File: src/rtl/pipe_stage_reg.sv
// rtl/pipe_stage_reg.sv - pipeline stage register with skid buffer, flush and perf counters

// Saturating event counter: clears on reset or clr, holds at all-ones.
module pipe_sat_counter #(
  parameter int W = 16
) (
  input  logic         clk,
  input  logic         rst,
  input  logic         clr,
  input  logic         inc,
  output logic [W-1:0] cnt
);

  localparam logic [W-1:0] CNT_MAX = {W{1'b1}};

  // count events, never wrapping past all-ones
  always_ff @(posedge clk) begin
    if (!rst) begin
      cnt <= '0;
    end else if (clr) begin
      cnt <= '0;
    end else if (inc && (cnt != CNT_MAX)) begin
      cnt <= cnt + 1'b1;
    end
  end

endmodule

// Stage register: main register M feeds the next stage, skid register S
// catches the one word that may arrive while M is held, so in_ready can be
// a pure register output.
module pipe_stage_reg #(
  parameter int                 WIDTH     = 64,
  parameter logic [WIDTH-1:0]   NOP_VALUE = {WIDTH{1'b0}},
  parameter int                 CNT_W     = 16
) (
  input  logic             clk,
  input  logic             rst,
  input  logic             flush,
  input  logic             stall,
  input  logic             in_valid,
  input  logic [WIDTH-1:0] in_data,
  output logic             in_ready,
  output logic             out_valid,
  output logic [WIDTH-1:0] out_data,
  input  logic             clr_cnt,
  output logic [CNT_W-1:0] stall_cnt,
  output logic [CNT_W-1:0] flush_cnt,
  output logic [CNT_W-1:0] bubble_cnt
);

  logic             s_valid;
  logic [WIDTH-1:0] s_data;
  logic             accept;
  logic             m_free;

  // in_ready comes straight from the skid flag; S empty means room for a word
  assign in_ready = !s_valid;
  assign accept   = in_valid & in_ready;
  // M can take a new word when it is consumed this cycle or holds a bubble
  assign m_free   = !out_valid | !stall;

  // main and skid register update; flush overrides stall and drops any accept
  always_ff @(posedge clk) begin
    if (!rst) begin
      out_valid <= 1'b0;
      out_data  <= NOP_VALUE;
      s_valid   <= 1'b0;
      s_data    <= NOP_VALUE;
    end else if (flush) begin
      out_valid <= 1'b0;
      out_data  <= NOP_VALUE;
      s_valid   <= 1'b0;
      s_data    <= NOP_VALUE;
    end else if (m_free) begin
      if (s_valid) begin
        // skid drains first so ordering is preserved
        out_valid <= 1'b1;
        out_data  <= s_data;
        s_valid   <= 1'b0;
      end else if (accept) begin
        out_valid <= 1'b1;
        out_data  <= in_data;
      end else begin
        out_valid <= 1'b0;
        out_data  <= NOP_VALUE;
      end
    end else if (accept) begin
      // M held by stall: park the incoming word in S
      s_valid <= 1'b1;
      s_data  <= in_data;
    end
  end

  pipe_sat_counter #(.W(CNT_W)) u_stall_cnt (
    .clk (clk),
    .rst (rst),
    .clr (clr_cnt),
    .inc (out_valid & stall),
    .cnt (stall_cnt)
  );

  pipe_sat_counter #(.W(CNT_W)) u_flush_cnt (
    .clk (clk),
    .rst (rst),
    .clr (clr_cnt),
    .inc (flush),
    .cnt (flush_cnt)
  );

  pipe_sat_counter #(.W(CNT_W)) u_bubble_cnt (
    .clk (clk),
    .rst (rst),
    .clr (clr_cnt),
    .inc (!out_valid & !flush),
    .cnt (bubble_cnt)
  );

endmodule

File: config.mk
export PLATFORM = sky130hd
export DESIGN_NAME = pipe_stage_reg
export DESIGN_NICKNAME = d
export VERILOG_FILES = /design/src/rtl/pipe_stage_reg.sv
export SDC_FILE = /design/constraint.sdc
export NUM_CORES = 1
export LEC_CHECK = 0
export ABC_AREA = 1
export BUFFER_PORTS_ARGS = -buffer_cell sky130_fd_sc_hd__buf_2
export CORE_MARGIN = 10
export CORE_UTILIZATION = 54
export CTS_CLUSTER_DIAMETER = 60
export CTS_CLUSTER_SIZE = 16
export DETAILED_ROUTE_END_ITERATION = 8
export PLACE_DENSITY = 0.81
export SYNTH_ARGS = -nofsm -noshare
export SYNTH_HDL_FRONTEND = slang
export SYNTH_SLANG_ARGS = --single-unit
File: constraint.sdc
create_clock -name clk -period 2.2 [get_ports clk]
set_clock_uncertainty 0.15 [all_clocks]
set_input_delay 0.44 -clock clk [delete_from_list [all_inputs] [get_ports clk]]
set_output_delay 0.44 -clock clk [all_outputs]
set_load 0.05 [all_outputs]
==> run summary, run 1 <==
The multi-input combinational cell area is 3700 sq um. The synthesized netlist net count is 1155. The hold violation count in the final report is 0. The number of vias per cell after detailed routing came out at 5.29. After synthesis, the share of flip-flops with an asynchronous set or reset is 0%.

The total leakage power came out at 3.75 nW. The final total negative setup slack is 0 ns. The antenna violation net count after detailed routing is 0. The deepest clock path buffer count is 2.

The clock tree from TritonCTS is done. The pin count of the biggest net entering global routing came out at 133. The fraction of layout instances using a drive strength above 1 came out at 21.0%. The power consumption came out at 7.00 mW. In the post-synthesis netlist, the biggest area contributors are sky130_fd_sc_hd__dfxtp_1, sky130_fd_sc_hd__nand2_1, sky130_fd_sc_hd__nor2_1, sky130_fd_sc_hd__a31oi_1, sky130_fd_sc_hd__o21ai_0. The final worst setup slack came out at 0.411 ns. Across all hold checks on the routed design, the worst slack comes to 0.118 ns. STA classifies the critical path endpoint as a flip-flop. The clock root buffer master is sky130_fd_sc_hd__clkbuf_16. The number of global-route vias before repair came out at 7054.

The number of synthesized register bits is 178. The top fanout value on the critical path is 5. The number of setup violations in the final report came out at 0.

The core outline area came out at 14000 sq um. The sequential-to-total area share from yosys stat came out at 45.9%. The total congestion overflow is 0. The max-capacitance violation count is 0. The count of antenna diodes in the layout is 0. The endpoint identified for the worst register-to-register timing path is u_flush_cnt.cnt[14]$_SDFFE_PP0P_. The power density of the placed cells came out at 750 nW/um^2. The run finished with clean final reports. The cell count after placement is 1396. Sequential cells burn 47.4% of the power. The number of I/O port buffers is 183.

The detailed-routing iteration count for the pre-antenna-repair pass is 6. The wire length reported by the detailed router is 20600 microns. The die covers 19600 sq um. For the worst flop-to-flop path, the logic depth is 8. The number of pins exceeding their max-slew limit in the final report is 0. The data required time at the worst endpoint came out at 2.37 ns.

The worst register-to-register path has a setup slack of 0.41 ns. The clock latency on the worst-skew pair is 0.42 ns. The wire length of the first global-routing pass came out at 34500 microns. The net switching power of the design is 1.69 mW. After clock tree synthesis, the clock-pin slew on the worst setup and hold paths is 0.07 ns. The global-route usage over all layers is 20.4%. The termination of the worst setup path is u_flush_cnt.cnt[14]$_SDFFE_PP0P_.

The boundary pin count came out at 184. Leaving out filler cells and counting taps, the final layout contains 1428. In this run the worst setup path begins at u_flush_cnt.cnt[0]$_SDFFE_PP0P_.

The distinct cell type count after synthesis is 30. The horizontal extent of the die came out at 140 microns. The DRC violation total after the first TritonRoute iteration came out at 521.

The global placement routability congestion is 0.910. The critical path is of the flip-flop to flip-flop type. The detailed-route wire length per cell came out at 14.4 microns. The sequential cell area is 3560 sq um. Ranked by instance count, the synthesized netlist is headed by sky130_fd_sc_hd__nand2_1, sky130_fd_sc_hd__nor2_1, sky130_fd_sc_hd__dfxtp_1. The clock period could shrink to 1.79 ns.

Across the VDD grid, the largest voltage drop is 0.496 mV. The number of filler cells placed in the layout is 1259. The standard-cell row count is 43. The DRC violation count after routing is 0. The number of flops mapped to enable cells by yosys came out at 0. The starting density of the core came out at 55.5%. The quantity of hold-fixing buffers added after cts is 0.

Measured along the y axis, the die boundary spans 140 microns. The synthesized area per cell is 7.18 sq um. The area growth from synthesis to layout came out at 20.3%. The final HPWL from detailed placement came out at 14100 microns.

The tightest min-delay check is of the primary input to flip-flop type. For this run, the leading register cell type out of synthesis is sky130_fd_sc_hd__dfxtp_1. The dominant cell type by area after synthesis is sky130_fd_sc_hd__dfxtp_1. CTS built an H-tree with a depth of 4. The CTS buffer count is 17.

The synthesized cell area is 7760 sq um. In the post-synthesis netlist, the cell with the most instances is sky130_fd_sc_hd__nand2_1. The data arrival time of the critical path is 1.96 ns. The setup slack at placement came out at 0.307 ns. The share of total power in the clock network came out at 43.9%. Setup repair after global routing left no endpoint under its margin. For this run, the post-layout net count is 1308.

The share of synthesized area in the top cell type comes to 45.9%. The highest clock rate is 559 MHz. The switching part of the total is 24.2%.

The number of antenna violations at the first check in global routing came out at 1. The post-cts repair resize count came out at 0. The internal power came out at 5.31 mW.

Measured against its own limit, the worst slew margin works out to 63.6%. The number of buffers inserted by post-CTS setup repair is 0. For this run, the number of Yosys warnings is 0. The number of standard cells after synthesis came out at 1082. At the pin with the least slew margin, the transition time is 0.546 ns. The vias after detailed routing is 7561. STA classifies the critical path startpoint as a flip-flop.

Of the available clock period, the critical path in the final layout requires 81.3%. The clock sink count is 178. The startpoint identified for the worst register-to-register timing path is u_flush_cnt.cnt[0]$_SDFFE_PP0P_. Per report_power, the combinational group accounts for 8.8% of the total.
-- registers in the layout, indices dropped and copies added, names as in the netlist --
name / count
out_data: 64
out_valid: 1
s_data: 64
s_valid: 1
u_bubble_cnt.cnt: 16
u_flush_cnt.cnt: 16
u_stall_cnt.cnt: 16
-- kinds of logic after synthesis --
family	synth area share, %
adders and majority gates	0.484
xor gates and xnor gates	0.451
and+or+nand+nor	30.8
buffers and inverters	6.61
AOI/OAI and AO/OA	15.7
DFF	45.9
-- metrics by stage --
step	utilization [%]	area [sq um]
finish	66.8	9340
global route	66.8	9340
CTS	66.8	9340
detailed placement	62.5	8740
global placement	62.5	8740
floorplan	-	7760
-- final cells by class --
class	instances	share of cell area [%]
Inverter	38	1.55
Clock inverter	9	1.39
Tap cell	180	2.41
Clock buffer	23	5.01
Multi-Input combinational cell	803	39.6
Timing Repair Buffer	197	11.9
Sequential cell	178	38.2
-- cell usage in the layout (no fill, tap or decap), drive strengths merged --
cell type	instances
o21ai	133
dfxtp	178
buf	197
inv	36
nor2	248
bufinv	3
nand3	45
a31oi	66
xor2	3
nand2	260
nor3	6
ha	3
clkinv	4
nand4	9
a21oi	27
xnor2	1
a21o	1
clkinvlp	4
nor3b	1
clkbuf	23
-- worst min path at each step --
stage / startpoint / endpoint / slack (ns) / depth (start not counted)
floorplan: s_data[63]$_SDFFE_PP0P_ / out_data[63]$_SDFFE_PP0P_ / 0.30 / 2
global placement: s_data[51]$_SDFFE_PP0P_ / out_data[51]$_SDFFE_PP0P_ / 0.31 / 2
detailed placement: s_data[25]$_SDFFE_PP0P_ / out_data[25]$_SDFFE_PP0P_ / 0.32 / 2
CTS: in_data[53] / s_data[53]$_SDFFE_PP0P_ / 0.10 / 3
global route: in_data[63] / out_data[63]$_SDFFE_PP0P_ / 0.12 / 3
finish: in_data[42] / s_data[42]$_SDFFE_PP0P_ / 0.12 / 3
-- per-layer routing --
layer  vias up  track usage, %  part of all wire [%]
met5         -               0                 0.058
met2       251            32.9                    47
met3        23            6.09                   8.8
met4         2            6.03                   1.2
li1       3865               -                     -
met1      3420            25.7                    43
-- worst max-delay path: stages (launching register included) --
cell	delay, ns
sky130_fd_sc_hd__dfxtp_1	0.43
sky130_fd_sc_hd__ha_1	0.22
sky130_fd_sc_hd__nand3_1	0.16
sky130_fd_sc_hd__nor2_1	0.19
sky130_fd_sc_hd__nand2_1	0.10
sky130_fd_sc_hd__nor2_1	0.21
sky130_fd_sc_hd__nand3_1	0.11
sky130_fd_sc_hd__nand2_1	0.07
sky130_fd_sc_hd__nor2_1	0.04
-- power by group through the flow --
| stage | logic [mW] | clock network, mW | registers (mW) |
|---|---|---|---|
| 2_1_floorplan | 0.256 | 0 | 3.54 |
| 3_3_place_gp | 0.608 | 0 | 3.39 |
| 3_5_place_dp | 0.614 | 0 | 3.39 |
| 4_1_cts | 0.616 | 3.12 | 3.32 |
| 5_1_grt | 0.674 | 3.22 | 3.32 |
| 6_report | 0.613 | 3.07 | 3.32 |
Power figures use the tool's default switching activity.
==> run 2, diff against run 1 <==
clock period = 1.8 ns   (was 2.2 ns; I/O delays follow)
==> run 2 against run 1 <==
Effect of this change:
- sequential power rose by 22%
- count of clock-buffer cells in the layout fell by 5
- global-route usage rose by 0.24 points
- critical endpoint is now out_valid
- largest cell class unchanged
- highest routed layer is now met4
==> run summary, run 2 (same netlist as run 1, synthesis figures left out) <==
On the critical path, the stage with the largest delay is an instance of sky130_fd_sc_hd__dfxtp_1. The endpoint of the worst register-to-register path is u_flush_cnt.cnt[1]$_SDFFE_PP0P_. The total leakage power is 3.83 nW. The library cell used most frequently in the layout, excluding fill and tap cells, is sky130_fd_sc_hd__nand2_1.

In the final timing run, aggregate negative setup slack is 0 ns. The share of the cycle needed by the critical path after routing came out at 95.5%. For the worst-skew pair, the clock arrives at the later sink with an insertion delay of 0.42 ns.

In this run the worst setup path begins at out_valid$_SDFFE_PP0P_. The final instance area is 9470 sq um. The first routing iteration left 559 violations. The quantity of hold-fixing buffers added after cts is 0. The starting density of the core is 55.5%. The number of setup violations in the final report is 0. STA classifies the critical path startpoint as a flip-flop. The global-route usage over all layers came out at 20.6%. In the layout the commonest cells are sky130_fd_sc_hd__nand2_1, sky130_fd_sc_hd__nor2_1, sky130_fd_sc_hd__buf_2, sky130_fd_sc_hd__dfxtp_1, sky130_fd_sc_hd__o21ai_0. The end-of-flow core utilization came out at 67.7%. The number of global-route vias before repair is 7064. The reg-to-reg setup timing slack came out at 0.14 ns. The wire length of the first global-routing pass came out at 34500 microns. The area growth from synthesis to layout came out at 22.0%. From bottom edge to top edge, the die measures 140 microns. In this run the tool buffered the top-level ports with 183 buffer cells. The time the worst path needs with I/O delays and setup came out at 1.72 ns. The root buffer cell chosen for the clock tree is sky130_fd_sc_hd__clkbuf_16. The setup slack at placement came out at 0.134 ns.

The startpoint identified for the worst register-to-register timing path is u_flush_cnt.cnt[0]$_SDFFE_PP0P_. The fraction of layout instances using a drive strength above 1 is 22.7%. Setup repair after global routing left no endpoint under its margin. The deepest level of the CTS H-tree is 4. In the final layout, the registers with the most flip-flops are out_data x64, s_data x64. The flow ran to the end, and the final reports show no timing, DRC or antenna violations. The data required time at the worst endpoint came out at 1.29 ns. Of all nets on the critical path, the largest fanout is 3.

The worst slew slack as a fraction of its limit is 75.3%. The type of the tightest min-delay check is primary input to flip-flop. The kind of end point of the critical path is an output pin.

The deepest clock path buffer count came out at 2. The detailed-routing iteration count for the pre-antenna-repair pass is 7. The power density of the placed cells is 928 nW/um^2. The power consumption is 8.79 mW. In the post-route analysis, the smallest setup slack over all paths is 0.0804 ns. The cell family contributing the most delay on the critical path is flip-flops.

The pin count of the biggest net entering global routing is 79. The highest clock rate is 582 MHz. The transition time at the pin with the least slew margin is 0.370 ns. The final standard cell count with taps included and fillers excluded is 1442. The vias after detailed routing came out at 7711. The global placement routability congestion came out at 0.881. The number of nets in the final layout came out at 1320. The number of buffer and inverter stages on the critical path came out at 1.

The worst IR drop on VDD came out at 0.799 mV. In the routed layout, each cell is associated on average with a via count of 5.35. The worst setup path is of the flip-flop to output pin kind.

CTS saw 178 sinks. The cell count of the worst reg-to-reg path came out at 8. The DRC violation count after routing came out at 0. The die area is 19600 sq um.

Data arrives at the worst endpoint at 1.21 ns. In this run the count of I/O pins placed on the die edge is 184. The floorplan step set the die width to 140 microns. The number of antenna violations at the first check in global routing is 2. Following the worst setup path forward leads to its endpoint at out_valid. After clock tree synthesis, the clock-pin slew on the worst setup and hold paths is 0.07 ns.

The tightest hold margin is 0.0348 ns. The total congestion overflow is 0. The hold violation count in the final report came out at 0.

Across the run, the number of max-cap violations was 0. The detailed-route wire length per cell came out at 14.5 microns. The number of pins exceeding their max-slew limit in the final report is 0.

TritonCTS built the clock tree. The total placed instance area is 8780 sq um. The final HPWL from detailed placement came out at 14500 microns. The delay of the slowest cell on the worst path came out at 0.47 ns. The core outline area is 14000 sq um. The wire length reported by the detailed router came out at 21000 microns. The cell count after placement came out at 1404. In this run the number of cells on the critical path is 1. The floorplan has 43 rows. The antenna violation net count after detailed routing came out at 0. The signal on the critical path passes through buf_2.

Buffers inserted during clock tree synthesis total 17.
[run 2: layout make-up]
type	count	area, sq um
Sequential cell	178	3570
Tap cell	180	225
Fill cell	1219	4520
Inverter	38	145
Clock buffer	18	439
Antenna cell	2	5.00
Multi-Input combinational cell	803	3710
Clock inverter	14	198
Timing Repair Buffer	209	1170
[run 2: worst min-delay path by stage]
stage | cells after the start | start | endpoint
after floorplan | 2 | s_data[63]$_SDFFE_PP0P_ | out_data[63]$_SDFFE_PP0P_
after global placement | 2 | s_data[0]$_SDFFE_PP0P_ | s_data[0]$_SDFFE_PP0P_
after detailed placement | 2 | s_data[57]$_SDFFE_PP0P_ | out_data[57]$_SDFFE_PP0P_
after CTS | 3 | in_data[58] | s_data[58]$_SDFFE_PP0P_
after global routing | 3 | in_data[61] | s_data[61]$_SDFFE_PP0P_
final | 3 | in_data[50] | s_data[50]$_SDFFE_PP0P_
[run 2: timing repair]
action | CTS | global route
buffers inserted | 0 | 4
gates resized for setup | 0 | 3
endpoints found under the hold margin | 0 | 0
setup endpoints to repair | 0 | 7
[run 2: worst reg2reg max path: cells and delay by family (launching register included)]
| kind | cells | cell delay [ns] |
|---|---|---|
| buffers and inverters | 1 | 0.06 |
| adder cells (fa/ha/maj) | 1 | 0.20 |
| AND/OR/NAND/NOR | 6 | 0.79 |
| flip-flops | 1 | 0.36 |
[run 2: report_power, final]
part / internal (mW) / total (mW) / switching (mW)
Clock: 2.38 / 3.99 / 1.60
Sequential: 4.01 / 4.05 / 0.0421
Combinational: 0.224 / 0.753 / 0.529
[run 2: per-layer routing]
layer / GRT usage (%) / part of all wire, % / vias to the layer above
met5: 0 / 0 / -
met4: 5.76 / 0.93 / 0
met3: 6.02 / 8.1 / 16
met2: 32.2 / 46 / 255
met1: 27.1 / 45 / 3545
li1: - / - / 3895
==> run 3, diff against run 2 <==
--- a/config.mk
+++ b/config.mk
@@ -8,5 +8,4 @@
 export ABC_AREA = 1
 export BUFFER_PORTS_ARGS = -buffer_cell sky130_fd_sc_hd__buf_2
-export CORE_MARGIN = 10
 export CORE_UTILIZATION = 54
 export CTS_CLUSTER_DIAMETER = 60
==> constraint.sdc (replaced) <==
create_clock -name clk -period 1.8 [get_ports clk]
set_clock_uncertainty 0.15 [all_clocks]
set_input_delay 0.18 -clock clk [delete_from_list [all_inputs] [get_ports clk]]
set_output_delay 0.18 -clock clk [all_outputs]
set_load 0.05 [all_outputs]
==> run 3 against run 2 <==
Effect of this change:
- hold slack got worse by 0.0093 ns
- non-clock buffer count grew 62
- design area rose by 6.4%
- die area fell by 24%
- utilization rose by 4.6 points
- critical path depth grew 2
- flip-flop and latch count did not move
- register-to-register slack barely moved
- sequential share of layout area fell by 2.3 points
- largest power group unchanged
- global-route usage up 7.6 points
- maximum frequency decreased by 0.32%
==> run summary, run 3 (same netlist as run 1, synthesis figures left out) <==
The total congestion overflow is 0. The final instance area is 10100 sq um. The final HPWL from detailed placement is 12500 microns. The min-delay analysis places its worst path in the category primary input to flip-flop. The critical hold path startpoint is stall. The deepest clock path buffer count is 2. The fraction of layout instances using a drive strength above 1 is 21.3%. Of all nets on the critical path, the largest fanout is 66. The most critical setup path has its startpoint at s_valid$_SDFFE_PP0P_. The hold violation count in the final report is 0. Summing all placed instances gives a cell area of 8770 sq um. The count of buffers added on input and output ports is 183. In the global route stage, overall resource usage came out at 28.2%. The delay of the slowest cell on the worst path came out at 0.37 ns. The horizontal extent of the die is 122 microns. The library cell used most frequently in the layout, excluding fill and tap cells, is sky130_fd_sc_hd__nand2_1. The number of global-route vias before repair is 7087. Counting instances, the worst hold path has a depth of 3. After clock tree synthesis, the clock-pin slew on the worst setup and hold paths is 0.07 ns. In this run the static leakage power is 4.07 nW.

The area growth from synthesis to layout came out at 29.9%. The number of pins exceeding their max-slew limit in the final report came out at 0. The vias after detailed routing came out at 8100. The design draws 8.78 mW. For the pin with the worst max-slew slack, the measured transition is 0.494 ns.

The number of antenna violations at the first check in global routing came out at 1. Before antenna repair, the detailed router went through 5 iterations. Data arrives at the worst endpoint at 1.40 ns. The end-of-flow core utilization came out at 72.4%. The number of vias per cell after detailed routing came out at 5.39. The standard-cell row count came out at 43. The worst setup path is of the flip-flop to output pin kind.

The die area is 14900 sq um. The worst slew slack as a fraction of its limit is 67.1%. The worst-case IR drop observed on VDD is 0.798 mV. The clock sink count is 178.

The multi-input combinational cell area came out at 3710 sq um. The number of setup violations in the final report is 0. The initial utilization of the core area, before any placement, comes to 55.7%. The CTS buffer count is 17.

The wire length reported by the detailed router is 21200 microns. The highest clock rate is 580 MHz. The DRC violation total after the first TritonRoute iteration came out at 803. For this design, the slowest cell found on the critical path is sky130_fd_sc_hd__dfxtp_2. The pin count of the biggest net entering global routing is 67.

The clock tree synthesis step divided the H-tree into 4 levels. The max-capacitance violation count came out at 0. The worst setup path is launched from a flip-flop. The data required time at the worst endpoint came out at 1.47 ns. The clock latency on the worst-skew pair came out at 0.43 ns. The sequential cell area is 3570 sq um. The global placement routability congestion came out at 0.956.

The clock root buffer master is sky130_fd_sc_hd__clkbuf_16. The antenna violation net count after detailed routing came out at 0. The die outline height is 122 microns. The worst register-to-register path has a depth of 7. The largest registers in the layout are out_data x64, s_data x64. The final critical path takes up 95.8% of the cycle.

The time the worst path needs with I/O delays and setup came out at 1.73 ns. The DRC violation count after routing came out at 0. The floorplan step defined a core boundary enclosing 13900 sq um. The net count of the finished layout is 1382. Traced cell by cell, the critical path runs through buf_12 > inv_1 > buf_2. Dividing total power by cell area gives a power density of 871 nW/um^2. The kind of end point of the critical path is an output pin.

The top cell types in the final layout, fill and taps aside, are sky130_fd_sc_hd__nand2_1, sky130_fd_sc_hd__nor2_1, sky130_fd_sc_hd__buf_2, sky130_fd_sc_hd__dfxtp_1, sky130_fd_sc_hd__o21ai_0. Dividing the detail-routed wire length by the instance count gives 14.1 microns. During I/O placement, the number of pins put on the boundary was 184.

The run finished with clean final reports. TritonCTS built the clock tree. The wire length of the first global-routing pass is 33600 microns. The startpoint of the most critical register-to-register path is u_bubble_cnt.cnt[0]$_SDFFE_PP0P_. The number of filler cells placed in the layout is 1070.
## run 3: changes by cell type in the layout (fill, tap and decap cells not counted), sizes merged
| cell | before | now |
|---|---|---|
| dlygate4sd3 | 0 | 65 |
| clkinvlp | 2 | 4 |
| clkinv | 5 | 4 |
| diode | 2 | 1 |
| bufinv | 4 | 3 |
| buf | 209 | 206 |
| inv | 41 | 40 |
## run 3: layout make-up
| cell class | count | area share, % |
|---|---|---|
| multi-input combinational | 803 | 36.8 |
| clock buffer | 18 | 4.36 |
| inverter | 38 | 1.44 |
| sequential | 178 | 35.4 |
| tap | 180 | 2.23 |
| antenna | 1 | 0.0248 |
| timing repair buffer | 271 | 18.0 |
| clock inverter | 13 | 1.74 |
## run 3: path summary, 6_finish.rpt
path                                      endpoint  slack (ns)
setup reg to reg  u_bubble_cnt.cnt[8]$_SDFFE_PP0P_        0.13
setup / recovery                          in_ready        0.07
hold / removal            out_data[9]$_SDFFE_PP0P_        0.03
hold reg to reg          out_data[63]$_SDFFE_PP0P_        0.33
## run 3: power breakdown
part / switching [mW] / internal, mW / leakage (nW)
logic: 0.555 / 0.312 / 2.33
registers: 0.0439 / 4.01 / 1.44
clock network: 1.63 / 2.24 / 0.288
## run 3: what timing repair did
| action | 4_1_cts | 5_1_grt |
|---|---|---|
| gates resized for setup | 0 | 2 |
| endpoints found under the hold margin | 130 | 0 |
| buffers inserted | 0 | 5 |
| hold buffers | 65 | 0 |
| setup endpoints to repair | 0 | 12 |
## run 3: layer usage
layer | vias to the layer above | wire length [microns] | GRT usage (%)
met1 | 3728 | 9150 | 37.2
met3 | 33 | 1510 | 6.13
met5 | - | 0 | 0
met2 | 321 | 10100 | 46.0
met4 | 0 | 364 | 8.72
li1 | 4018 | - | -
## run 3: stage by stage
| step | hold WS [ns] | std cells | TNS [ns] | setup WS [ns] |
|---|---|---|---|---|
| floorplan | 0.176 | 1082 | 0 | 0.000684 |
| global placement | 0.280 | 1400 | 0 | 0.212 |
| detailed placement | 0.288 | 1400 | 0 | 0.150 |
| CTS | 0.0253 | 1496 | 0 | 0.0594 |
| global route | 0.0505 | 1502 | -0.0226 | -0.0226 |
| finish | 0.0256 | 1502 | 0 | 0.0749 |
## run 3: critical path: cells and delay by family (launching register included)
kind                   cells  cell delay (ns)
buffers and inverters      3             0.57
DFF                        1             0.37
